===== config.mk =====
export PLATFORM = sky130hd
export DESIGN_NAME = router_egress_arb_flat
export DESIGN_NICKNAME = d
export VERILOG_FILES = /design/src/rtl/router_egress_arb_if.sv /design/src/rtl/router_egress_arb.sv /design/src/flat_wrapper.sv
export SDC_FILE = /design/constraint.sdc
export NUM_CORES = 1
export LEC_CHECK = 0
export CAP_MARGIN = 20
export CORE_AREA = 2 2 309 311
export CTS_BUF_LIST = sky130_fd_sc_hd__clkbuf_8
export CTS_CLUSTER_SIZE = 12
export DETAILED_ROUTE_END_ITERATION = 10
export DIE_AREA = 0 0 311 313
export GPL_TIMING_DRIVEN = 0
export SYNTH_ARGS = -nofsm -noshare
export SYNTH_HDL_FRONTEND = slang
export SYNTH_SLANG_ARGS = --single-unit

===== constraint.sdc =====
create_clock -name clk -period 10.08 [get_ports clk]
set_clock_uncertainty 0.05 [all_clocks]
set_input_delay 3.024 -clock clk [delete_from_list [all_inputs] [get_ports clk]]
set_output_delay 3.024 -clock clk [all_outputs]
set_load 0.1 [all_outputs]

===== src/rtl/router_egress_arb_if.sv =====
// Egress link bundle: the per-port show-ahead FIFO read side plus the
// registered output flit channel with its val/rdy handshake.
//   req_mty  FIFO empty flags, bit i = port i
//   req_dat  FIFO head flits, port i at [i*PORT_WIDTH +: PORT_WIDTH]
//   req_rd   FIFO pop strobes (one-hot or zero)
//   out_val / out_dat / out_rdy  downstream flit channel
// master = arbiter side, slave = FIFO/downstream side.
interface router_egress_arb_if #(
    parameter int NUM_PORTS  = 5,
    parameter int PORT_WIDTH = 128
) ();
    logic [NUM_PORTS-1:0]            req_mty;
    logic [NUM_PORTS*PORT_WIDTH-1:0] req_dat;
    logic [NUM_PORTS-1:0]            req_rd;
    logic                            out_val;
    logic [PORT_WIDTH-1:0]           out_dat;
    logic                            out_rdy;

    modport master (
        input  req_mty, req_dat, out_rdy,
        output req_rd, out_val, out_dat
    );

    modport slave (
        output req_mty, req_dat, out_rdy,
        input  req_rd, out_val, out_dat
    );
endinterface


===== src/rtl/router_egress_arb.sv =====
// Egress switch stage: round-robin arbitration over NUM_PORTS ingress
// FIFOs with wormhole locking (head..tail holds the grant), feeding one
// registered output slice.
//   clk, arst   clock, asynchronous active-low reset
//   link        router_egress_arb_if.master (FIFO read side + output flit)
//   grant_port  port holding the lock (meaningful while locked=1)
//   locked      a packet is in progress
//   err_proto   one-cycle pulse on a flit-type protocol error
//   pkt_cnt     packets fully forwarded, saturating
module router_egress_arb #(
    parameter int NUM_PORTS  = 5,
    parameter int PORT_WIDTH = 128,
    parameter int CNT_WIDTH  = 16
) (
    input  logic                         clk,
    input  logic                         arst,
    router_egress_arb_if.master          link,
    output logic [$clog2(NUM_PORTS)-1:0] grant_port,
    output logic                         locked,
    output logic                         err_proto,
    output logic [CNT_WIDTH-1:0]         pkt_cnt
);
    localparam int GW = $clog2(NUM_PORTS);

    typedef enum logic [1:0] {
        FT_SINGLE = 2'b00,
        FT_HEAD   = 2'b01,
        FT_BODY   = 2'b10,
        FT_TAIL   = 2'b11
    } flit_t;

    typedef enum logic {S_IDLE, S_LOCKED} state_t;

    state_t                 state_q, state_d;
    logic [GW-1:0]          rr_ptr_q, rr_ptr_d;
    logic [GW-1:0]          grant_port_q, grant_port_d;
    logic                   out_val_q, out_val_d;
    logic [PORT_WIDTH-1:0]  out_dat_q, out_dat_d;
    logic                   err_proto_q, err_proto_d;
    logic [CNT_WIDTH-1:0]   pkt_cnt_q, pkt_cnt_d;

    logic [NUM_PORTS-1:0][PORT_WIDTH-1:0] port_dat;
    logic [NUM_PORTS-1:0]  pop_vec;
    logic [GW-1:0]         sel, src;
    logic                  found, avail, load;
    logic [PORT_WIDTH-1:0] head_dat;
    flit_t                 ftype;
    logic [1:0]            cnt_inc;
    logic [CNT_WIDTH:0]    cnt_sum;
    int                    idx;

    for (genvar g = 0; g < NUM_PORTS; g++) begin : g_unpack
        assign port_dat[g] = link.req_dat[g*PORT_WIDTH +: PORT_WIDTH];
    end

    assign load = !out_val_q || link.out_rdy;

    // Round-robin pick: first non-empty port after rr_ptr, wrapping.
    always_comb begin
        found = 1'b0;
        sel   = '0;
        idx   = 0;
        for (int k = 1; k <= NUM_PORTS; k++) begin
            idx = int'(rr_ptr_q) + k;
            if (idx >= NUM_PORTS) idx = idx - NUM_PORTS;
            if (!found && !link.req_mty[idx]) begin
                found = 1'b1;
                sel   = GW'(idx);
            end
        end
    end

    // While locked only the owning port is considered.
    assign src      = (state_q == S_LOCKED) ? grant_port_q : sel;
    assign avail    = (state_q == S_LOCKED) ? !link.req_mty[grant_port_q] : found;
    assign head_dat = port_dat[src];
    assign ftype    = flit_t'(head_dat[PORT_WIDTH-1 -: 2]);

    always_comb begin
        state_d      = state_q;
        rr_ptr_d     = rr_ptr_q;
        grant_port_d = grant_port_q;
        // Holds while stalled; drops once accepted unless refilled below.
        out_val_d    = out_val_q && !link.out_rdy;
        out_dat_d    = out_dat_q;
        err_proto_d  = 1'b0;
        cnt_inc      = 2'd0;
        pop_vec      = '0;

        if (load && avail) begin
            pop_vec[src] = 1'b1;
            if (state_q == S_IDLE) begin
                unique case (ftype)
                    FT_SINGLE: begin
                        out_val_d = 1'b1;
                        out_dat_d = head_dat;
                        rr_ptr_d  = sel;
                        cnt_inc   = 2'd1;
                    end
                    FT_HEAD: begin
                        out_val_d    = 1'b1;
                        out_dat_d    = head_dat;
                        grant_port_d = sel;
                        state_d      = S_LOCKED;
                    end
                    default: begin
                        // Orphan body/tail: discard so the port cannot wedge.
                        err_proto_d = 1'b1;
                        rr_ptr_d    = sel;
                    end
                endcase
            end else begin
                out_val_d = 1'b1;
                out_dat_d = head_dat;
                unique case (ftype)
                    FT_BODY: ;
                    FT_TAIL: begin
                        rr_ptr_d = grant_port_q;
                        cnt_inc  = 2'd1;
                        state_d  = S_IDLE;
                    end
                    FT_HEAD: begin
                        // Unterminated packet closed; new one opens on same port.
                        err_proto_d = 1'b1;
                        cnt_inc     = 2'd1;
                    end
                    default: begin
                        // Single inside a packet closes the open one and itself.
                        err_proto_d = 1'b1;
                        cnt_inc     = 2'd2;
                        rr_ptr_d    = grant_port_q;
                        state_d     = S_IDLE;
                    end
                endcase
            end
        end

        cnt_sum   = {1'b0, pkt_cnt_q} + (CNT_WIDTH+1)'(cnt_inc);
        pkt_cnt_d = cnt_sum[CNT_WIDTH] ? '1 : cnt_sum[CNT_WIDTH-1:0];
    end

    always_ff @(posedge clk or negedge arst) begin
        if (!arst) begin
            state_q      <= S_IDLE;
            rr_ptr_q     <= GW'(NUM_PORTS-1);
            grant_port_q <= '0;
            out_val_q    <= 1'b0;
            out_dat_q    <= '0;
            err_proto_q  <= 1'b0;
            pkt_cnt_q    <= '0;
        end else begin
            state_q      <= state_d;
            rr_ptr_q     <= rr_ptr_d;
            grant_port_q <= grant_port_d;
            out_val_q    <= out_val_d;
            out_dat_q    <= out_dat_d;
            err_proto_q  <= err_proto_d;
            pkt_cnt_q    <= pkt_cnt_d;
        end
    end

    // Pop strobes are combinational; gate with reset so no FIFO pops in reset.
    assign link.req_rd  = pop_vec & {NUM_PORTS{arst}};
    assign link.out_val = out_val_q;
    assign link.out_dat = out_dat_q;
    assign grant_port   = grant_port_q;
    assign locked       = (state_q == S_LOCKED);
    assign err_proto    = err_proto_q;
    assign pkt_cnt      = pkt_cnt_q;
endmodule


===== src/flat_wrapper.sv =====
// flat-port wrapper written by rule: the top's interface ports become plain ports
module router_egress_arb_flat 
#(
    parameter int NUM_PORTS  = 5,
    parameter int PORT_WIDTH = 128,
    parameter int CNT_WIDTH  = 16
)
  (clk, arst, grant_port, locked, err_proto, pkt_cnt, link_req_mty, link_req_dat, link_out_rdy, link_req_rd, link_out_val, link_out_dat);
  router_egress_arb_if #(.NUM_PORTS(NUM_PORTS), .PORT_WIDTH(PORT_WIDTH)) link_i ();
  input  logic clk;
  input  logic arst;
  output logic [$clog2(NUM_PORTS)-1:0] grant_port;
  output logic locked;
  output logic err_proto;
  output logic [CNT_WIDTH-1:0] pkt_cnt;
  input wire logic [$bits(link_i.req_mty)-1:0] link_req_mty;
  input wire logic [$bits(link_i.req_dat)-1:0] link_req_dat;
  input wire logic [$bits(link_i.out_rdy)-1:0] link_out_rdy;
  output wire logic [$bits(link_i.req_rd)-1:0] link_req_rd;
  output wire logic [$bits(link_i.out_val)-1:0] link_out_val;
  output wire logic [$bits(link_i.out_dat)-1:0] link_out_dat;
  assign link_i.req_mty = link_req_mty;
  assign link_i.req_dat = link_req_dat;
  assign link_i.out_rdy = link_out_rdy;
  assign link_req_rd = link_i.req_rd;
  assign link_out_val = link_i.out_val;
  assign link_out_dat = link_i.out_dat;
  router_egress_arb #(.NUM_PORTS(NUM_PORTS), .PORT_WIDTH(PORT_WIDTH), .CNT_WIDTH(CNT_WIDTH)) u_core (.clk(clk), .arst(arst), .link(link_i), .grant_port(grant_port), .locked(locked), .err_proto(err_proto), .pkt_cnt(pkt_cnt));
endmodule

==> results.cfg, run 1 <==
[run_status]
status = completed

[detailed_routing]
drc = 0
via_per_inst = 4.375
routed_wl_mm = 97.33
drt_iter0_drc = 1016
post_drt_wl_per_cell_um = 27.08
drtPass1Iterations = 7
vias = 15720
ant_nets = 0

[setup_path]
crit_path_end_kind = primary output
critPathMostFrequentCell = nand2_2
cp-startpoint = link_req_mty[2]
crit_type = in -> out
reg2reg_depth = 24
r2r-end = u_core.link.out_dat[52]$_DFFE_PN0P_
path_max_fanout = 13
cp_slowest_cell = clkdlybuf4s50_1
required_ns = 7.01
path_cells = clkdlybuf4s50_1 -> mux4_2 -> mux2i_1 -> o221ai_1 -> a32oi_1 -> o211ai_2 -> buf_16 -> nand2_2 -> nand2_2 -> nor2_1 -> clkdlybuf4s15_2
crit_path_start_kind = primary input
crit_path_max_incr_delay_ns = 0.60
arrival_ns = 6.82
r2r_slack_ns = 2.45
rr_startpoint = u_core.rr_ptr_q[1]$_DFFE_PN0P_

[final_layout]
multi_input_area_um2 = 7863
layout-drive-gt1-share_pct = 6.868
final_area_um2 = 22740
seq_area_um2 = 3830
fill_cells = 10490
nNetsFinal = 2967
final_cells = 3594
syn_to_final_growth_pct = 82.41

[sta]
fmax_mhz = 101.1
hold_slack_ns = 0.4521
period_share_pct = 98.16
hold_viol = 0
fin_crit_ns = 9.894
worst_pin_slew_ns = 1.173
fin_setup_tns_ns = 0
maxSlewViolCount = 0
setup_violations = 0
maxSlewHeadroom_pct = 21.52
grt_setup_unrepaired = false

[logic_synthesis]
synthArstFlopShare_pct = 100.0
avgSynthCellArea_um2 = 8.463
synthFlopType = dfrtp_1
synth_area_um2 = 12470
synth_edf_count = 0
netlist_instances = 1473
synth.distinct_cells = 78
yosysWarnings = 0
ys_ff_latch = 153
syn_nets = 2138
yosysSeqAreaShare_pct = 30.72

[grt]
grt_pass1_wl_mm = 130.1
track_usage_pct = 19.39
grt_pass1_vias = 16050
grt_overflow_total = 0
antenna_found_initial = 41
grt_max_degree = 86

[floorplanning]
start_util_pct = 13.24
die_h_um = 313
die-area_um2 = 97340
fp.dieW_um = 311
placementRows = 113
num_io_pins = 803
coreArea_um2 = 94160

[cts]
clkTransAtPathRegs_ns = 0.11
h-tree-depth = 4
clock_sink_count = 153
cts_tree = built
cts_made_buffers = 17
clockBufferDepth = 2
clockRootBuffer = clkbuf_8
hold_buffers = 0
clk_latency_ns = 0.59

[placed_design]
placedCellCount = 3548
post_dp_cell_area_um2 = 22250
portBuffers = 800
gp_congestion = 0.9321
post-dp-hpwl_mm = 81.58

[min_path]
min_path_cells = 2
hp-class = reg -> reg
min_to = u_core.link.out_dat[127]$_DFFE_PN0P_
hold_start = u_core.link.out_dat[127]$_DFFE_PN0P_

[flow_run]
cap_violations = 0
==> registers in the layout (all words and copies together) (netlist names) <==
| register | flops |
|---|---|
| u_core.err_proto | 1 |
| u_core.link.out_val | 1 |
| u_core.grant_port | 3 |
| u_core.pkt_cnt | 16 |
| u_core.link.out_dat | 128 |
| u_core.rr_ptr_q | 3 |
| u_core.locked | 1 |
==> how the worst max path moves through the flow <==
stage	slack, ns	endpoint	cells past startpoint
2_1_floorplan	-0.10	link_req_rd[3]	10
3_3_place_gp	-5.12	link_req_rd[4]	4
3_5_place_dp	-1.26	link_req_rd[3]	11
4_1_cts	0.007	link_req_rd[3]	11
5_1_grt	0.007	link_req_rd[2]	11
6_report	0.19	link_req_rd[2]	11
==> routing by layer <==
layer	share of wire (%)	GRT usage (%)	wire, um
met1	40	22.79	39130
met2	48	32.69	46380
met3	8.1	5.928	7881
met4	4.0	8.158	3875
met5	0.073	0	71
==> kinds of logic (layout without fill, tap and decap cells) <==
logic type	Yosys count	after routing	share of synthesized area, %
AO/OA/AOI/OAI	554	554	26.89
AND/OR/NAND/NOR	357	357	14.01
multiplexers	228	228	19.10
flip-flops	153	153	30.72
buffers and inverters	148	990	6.323
adder cells (fa/ha/maj)	17	17	1.827
XOR/XNOR	16	16	1.124
other	0	14	0
==> area by class of cell <==
| cell class | count | area share [%] |
|---|---|---|
| Tap cell | 1265 | 6.961 |
| Sequential cell | 153 | 16.84 |
| Antenna cell | 14 | 0.1541 |
| Inverter | 14 | 0.2311 |
| Clock buffer | 17 | 1.029 |
| Multi-Input combinational cell | 1172 | 34.58 |
| Buffer | 132 | 3.241 |
| Clock inverter | 15 | 0.9409 |
| Timing Repair Buffer | 812 | 36.02 |
==> Yosys cell counts, types with 6 or more instances <==
master    instances  share of area (%)
nand2_1          38                1.1
nor3_1            8               0.32
and2_1            6               0.30
buf_4            15               0.90
dfrtp_1         152                 31
nor2b_1           9               0.45
nand2b_1         14               0.70
and3_1           49                2.5
o21ai_0          77                3.1
xnor2_1          12               0.84
nand4_1           6               0.30
mux2i_1         176                 14
nor2_1          149                4.5
buf_6            18                1.6
inv_1            13               0.39
o21a_1            6               0.36
buf_2            30                1.2
a21oi_1         305                 12
ha_1             15                1.5
mux2_2           13                1.2
clkbuf_1         66                2.0
o22a_1           83                5.8
o21ai_1          28                1.1
nand3_1          51                2.0
mux2_1           36                3.3
==> what timing repair did <==
action | in CTS | in global routing
gates resized for setup | 25 | 6
setup endpoints to repair | 5 | 5
pin swaps | 1 | 1
buffers inserted | 1 | 1
==> cell usage in the layout (no fill, tap or decap), drive strengths merged, types with 5 or more instances in the layout <==
| cell type | netlist | final |
|---|---|---|
| clkdlybuf4s50 | 0 | 792 |
| a21oi | 307 | 307 |
| mux2i | 176 | 176 |
| dfrtp | 152 | 152 |
| nor2 | 149 | 149 |
| o21ai | 105 | 105 |
| clkbuf | 67 | 84 |
| o22a | 83 | 83 |
| buf | 67 | 82 |
| nand3 | 51 | 51 |
| and3 | 49 | 49 |
| mux2 | 49 | 49 |
| nand2 | 41 | 41 |
| inv | 13 | 18 |
| ha | 15 | 15 |
| diode | 0 | 14 |
| nand2b | 14 | 14 |
| xnor2 | 12 | 12 |
| nor3 | 11 | 11 |
| nor2b | 9 | 9 |
| and2 | 6 | 6 |
| o21a | 6 | 6 |
| nand4 | 6 | 6 |
| o31ai | 5 | 5 |
==> through the flow <==
stage,util (%),setup WS [ns]
floorplan,-,-0.1017
global placement,23.43,-5.125
detailed placement,23.63,-1.255
CTS,24.11,0.006932
global route,24.13,0.006908
finish,24.15,0.1857
==> critical path, delay by kind of cell <==
kind	cells	cell delay, ns
AO/OA/AOI/OAI	3	0.85
buffers and inverters	3	1.41
multiplexers	2	0.78
AND/OR/NAND/NOR	3	0.73
Power of run 1 is left out: the tool's default activity adds up to more than one toggle a clock period on the data nets, which glitch-free logic cannot reach.
==> run 2: changes to the inputs <==
- SKIP_LAST_GASP: default -> 1
==> results.cfg, run 2 (same netlist as run 1, synthesis figures left out) <==
[run_status]
status = completed

[sta]
worst_pin_slew_ns = 1.173
postLayoutSetupSlackWorst_ns = 0.2091
maxSlewViolCount = 0
maxSlewHeadroom_pct = 21.52
hold_viol = 0
grt_setup_unrepaired = true
fin_crit_ns = 9.871
hold_slack_ns = 0.4494
setup_violations = 0
period_share_pct = 97.93
fmax_mhz = 101.3

[detailed_routing]
post_drt_wl_per_cell_um = 27.09
vias = 15720
routed_wl_mm = 97.37
ant_nets = 0
drtPass1Iterations = 8
via_per_inst = 4.374
drc = 0
drt_iter0_drc = 1025

[floorplanning]
die_h_um = 313
start_util_pct = 13.24
die-area_um2 = 97340
fp.dieW_um = 311
num_io_pins = 803
coreArea_um2 = 94160
placementRows = 113

[setup_path]
r2r_slack_ns = 2.46
crit_type = in -> out
path_max_fanout = 11
arrival_ns = 6.80
crit_path_start_kind = primary input
crit_path_end_kind = primary output
required_ns = 7.01

[final_layout]
final_area_um2 = 22740
largest_reg_flops = 128
final_cells = 3594
fill_cells = 10490
syn_to_final_growth_pct = 82.39
layout_commonest_cell = clkdlybuf4s50_1
most-common-layout-cells = 792 x clkdlybuf4s50_1, 305 x a21oi_1, 176 x mux2i_1
nNetsFinal = 2967
layout-drive-gt1-share_pct = 6.868

[cts]
cts_tree = built
clock_sink_count = 153
cts_made_buffers = 17
clk_latency_ns = 0.59
clockRootBuffer = clkbuf_8
hold_buffers = 0
h-tree-depth = 4
clockBufferDepth = 2
clkTransAtPathRegs_ns = 0.11

[placed_design]
post_dp_cell_area_um2 = 22250
pre_cts_slack_ns = -1.255
post-dp-hpwl_mm = 81.58
placedCellCount = 3548
gp_congestion = 0.9321
portBuffers = 800

[grt]
grt_max_degree = 86
track_usage_pct = 19.39
grt_pass1_vias = 16050
grt_pass1_wl_mm = 130.1
antenna_found_initial = 41
grt_overflow_total = 0

[flow_run]
cap_violations = 0

[min_path]
hp-class = reg -> reg
-- run 2: cell count changes in the layout (fill, tap and decap cells not counted) --
cell	delta
buf_2	+1
clkbuf_4	-1
-- run 2: timing repair --
action	CTS	global route
endpoints found under the setup margin	5	5
pin swaps	1	1
resized for setup	25	5
endpoints found under the hold margin	0	0
setup buffers	1	1
-- run 2: final cells by class --
type	count	area (um2)	area share, %
well taps	1265	1583	6.961
plain buffers	132	737.0	3.241
clock inverters	15	214.0	0.9410
clock buffers	17	234.0	1.029
inverters	14	52.55	0.2311
diodes	14	35.03	0.1541
multi-input cells	1172	7863	34.58
flip-flops and latches	153	3830	16.84
repair buffers	812	8189	36.02
-- run 2: per-layer routing --
metal | track usage (%) | up-vias | wire length [um]
met3 | 5.928 | 191 | 7854
li1 | - | 7100 | -
met5 | 0 | - | 71
met4 | 8.158 | 12 | 3881
met1 | 22.79 | 7532 | 39260
met2 | 32.69 | 886 | 46300
-- run 2: per-stage QoR --
step	setup TNS (ns)	util [%]
after floorplan	-0.1017	-
after global placement	-388.70	23.43
after detailed placement	-21.71	23.63
after CTS	0	24.11
after global routing	-0.02775	24.13
final	0	24.15
-- run 2: path summary, 6_finish.rpt --
check / end / start / depth (start not counted)
worst max-delay path: link_req_rd[1] / link_req_mty[2] / 12
worst min-delay path: u_core.link.out_dat[127]$_DFFE_PN0P_ / u_core.link.out_dat[127]$_DFFE_PN0P_ / 2
worst max register to register: u_core.link.out_dat[52]$_DFFE_PN0P_ / u_core.rr_ptr_q[1]$_DFFE_PN0P_ / 24
worst min register to register: u_core.link.out_dat[127]$_DFFE_PN0P_ / u_core.link.out_dat[127]$_DFFE_PN0P_ / 2
max in group asynchronous: u_core.link.out_dat[7]$_DFFE_PN0P_ / arst / 2
min in group asynchronous: u_core.link.out_dat[85]$_DFFE_PN0P_ / arst / 1
-- run 2: worst max-delay path, stage by stage --
cell	delay, ns
clkdlybuf4s50_1	0.60
mux4_2	0.55
mux2i_1	0.23
a21o_1	0.24
o2111ai_1	0.22
a311oi_4	0.42
or3_1	0.18
buf_6	0.26
nand2_2	0.24
buf_4	0.28
nor3_2	0.20
buf_4	0.31
Power of run 2 is left out for the same reason.
==> run 3: changes to the inputs <==
- SETUP_SLACK_MARGIN: default -> 0.5
==> results.cfg, run 3 (same netlist as run 1, synthesis figures left out) <==
[floorplanning]
die_h_um = 313
placementRows = 113
fp.dieW_um = 311
start_util_pct = 13.24
die-area_um2 = 97340
num_io_pins = 803
coreArea_um2 = 94160

[setup_path]
required_ns = 7.01
path_max_fanout = 10
crit_path_max_incr_delay_ns = 0.48
crit_path_end_kind = primary output
crit_path_start_kind = primary input
arrival_ns = 6.36
cp_slowest_cell = o211ai_2
crit_type = in -> out
path_cells = dlygate4sd2_1 -> mux4_2 -> mux2i_1 -> o221ai_1 -> a32oi_2 -> o211ai_2 -> nand2_2 -> buf_6 -> clkbuf_4 -> nor3_2 -> buf_2

[cts]
cts_tree = built
cts_made_buffers = 17
clockBufferDepth = 2
clk_latency_ns = 0.60
clockRootBuffer = clkbuf_8
clock_sink_count = 153
clkTransAtPathRegs_ns = 0.09
h-tree-depth = 4

[sta]
maxSlewHeadroom_pct = 19.56
fin_crit_ns = 9.433
fmax_mhz = 106.0
hold_viol = 0
fin_setup_tns_ns = 0
worst_pin_slew_ns = 1.203
maxSlewViolCount = 0
grt_setup_unrepaired = false
setup_violations = 0
period_share_pct = 93.58

[detailed_routing]
vias = 15590
drt_iter0_drc = 1153
ant_nets = 0
via_per_inst = 4.341
drtPass1Iterations = 7
post_drt_wl_per_cell_um = 27.33
drc = 0
routed_wl_mm = 98.18

[final_layout]
fill_cells = 10420
largest_reg_flops = 128
multi_input_area_um2 = 7878
layout_commonest_cell = clkdlybuf4s50_1
syn_to_final_growth_pct = 82.05
most-common-layout-cells = 791 x clkdlybuf4s50_1, 305 x a21oi_1, 176 x mux2i_1
seq_area_um2 = 3830
nNetsFinal = 2968
layout-drive-gt1-share_pct = 7.038

[grt]
grt_pass1_vias = 15620
grt_pass1_wl_mm = 129.7
grt_max_degree = 83
track_usage_pct = 19.43
antenna_found_initial = 43
grt_overflow_total = 0

[placed_design]
gp_congestion = 0.9271
portBuffers = 800
post-dp-hpwl_mm = 82.57

[flow_run]
cap_violations = 0

[min_path]
hp-class = reg -> reg

[run_status]
status = completed
==> run 3: cell count changes in the layout (fill, tap and decap cells not counted), moves of 2 or more <==
| cell | previous run | this run |
|---|---|---|
| diode_2 | 14 | 11 |
| bufinv_16 | 4 | 2 |
| clkbuf_4 | 1 | 3 |
| buf_8 | 5 | 8 |
| buf_12 | 2 | 0 |
| inv_6 | 3 | 5 |
==> run 3: cell type report <==
| class | instances | share of cell area (%) |
|---|---|---|
| diodes | 11 | 0.1213 |
| plain buffers | 134 | 3.347 |
| clock buffers | 17 | 1.031 |
| clock inverters | 15 | 0.7278 |
| inverters | 14 | 0.2316 |
| multi-input cells | 1172 | 34.71 |
| flip-flops and latches | 153 | 16.88 |
| well taps | 1265 | 6.974 |
| repair buffers | 811 | 35.98 |
==> run 3: timing repair <==
action | 4_1_cts | 5_1_grt
hold buffers | 0 | 0
buffers inserted | 2 | 0
pin swaps | 2 | 0
resized for setup | 46 | 2
setup endpoints to repair | 5 | 2
hold endpoints to repair | 0 | 0
==> run 3: worst max-delay path: cells and delay by family <==
kind                   cells  cell delay (ns)
buffers and inverters      4             1.43
AO/OA/AOI/OAI              3             1.01
AND/OR/NAND/NOR            2             0.43
multiplexers               2             0.44
==> run 3: layer usage <==
metal	global-route usage, %	part of all wire, %	wire [um]	up-vias
met5	0	0.10	98	-
met4	8.377	4.0	3897	16
met3	5.637	7.8	7667	173
met2	32.46	47	46630	859
met1	23.19	41	39890	7458
li1	-	-	-	7088
==> run 3: worst paths after layout <==
| check | startpoint | endpoint | slack [ns] | cells after the start |
|---|---|---|---|---|
| setup / recovery | link_req_mty[0] | link_req_rd[4] | 0.65 | 11 |
| max in group asynchronous | arst | u_core.link.out_dat[3]$_DFFE_PN0P_ | 6.68 | 2 |
| setup reg to reg | u_core.rr_ptr_q[1]$_DFFE_PN0P_ | u_core.link.out_dat[54]$_DFFE_PN0P_ | 2.47 | 24 |
| hold / removal | u_core.link.out_dat[126]$_DFFE_PN0P_ | u_core.link.out_dat[126]$_DFFE_PN0P_ | 0.45 | 2 |
| hold reg to reg | u_core.link.out_dat[126]$_DFFE_PN0P_ | u_core.link.out_dat[126]$_DFFE_PN0P_ | 0.45 | 2 |
| min in group asynchronous | arst | u_core.link.out_dat[83]$_DFFE_PN0P_ | 2.29 | 1 |
==> run 3: metrics by stage <==
stage	instance area, um2	utilization (%)	cells	hold slack [ns]	worst slack, ns
2_1_floorplan	12480	-	1473	0.7230	-0.1017
3_3_place_gp	22070	23.44	3538	0.4241	-5.088
3_5_place_dp	22230	23.60	3547	0.4285	-1.268
4_1_cts	22660	24.06	3581	0.4573	0.5806
5_1_grt	22680	24.09	3588	0.4774	0.5008
6_report	22690	24.10	3592	0.4480	0.6467
Power of run 3 is left out for the same reason.
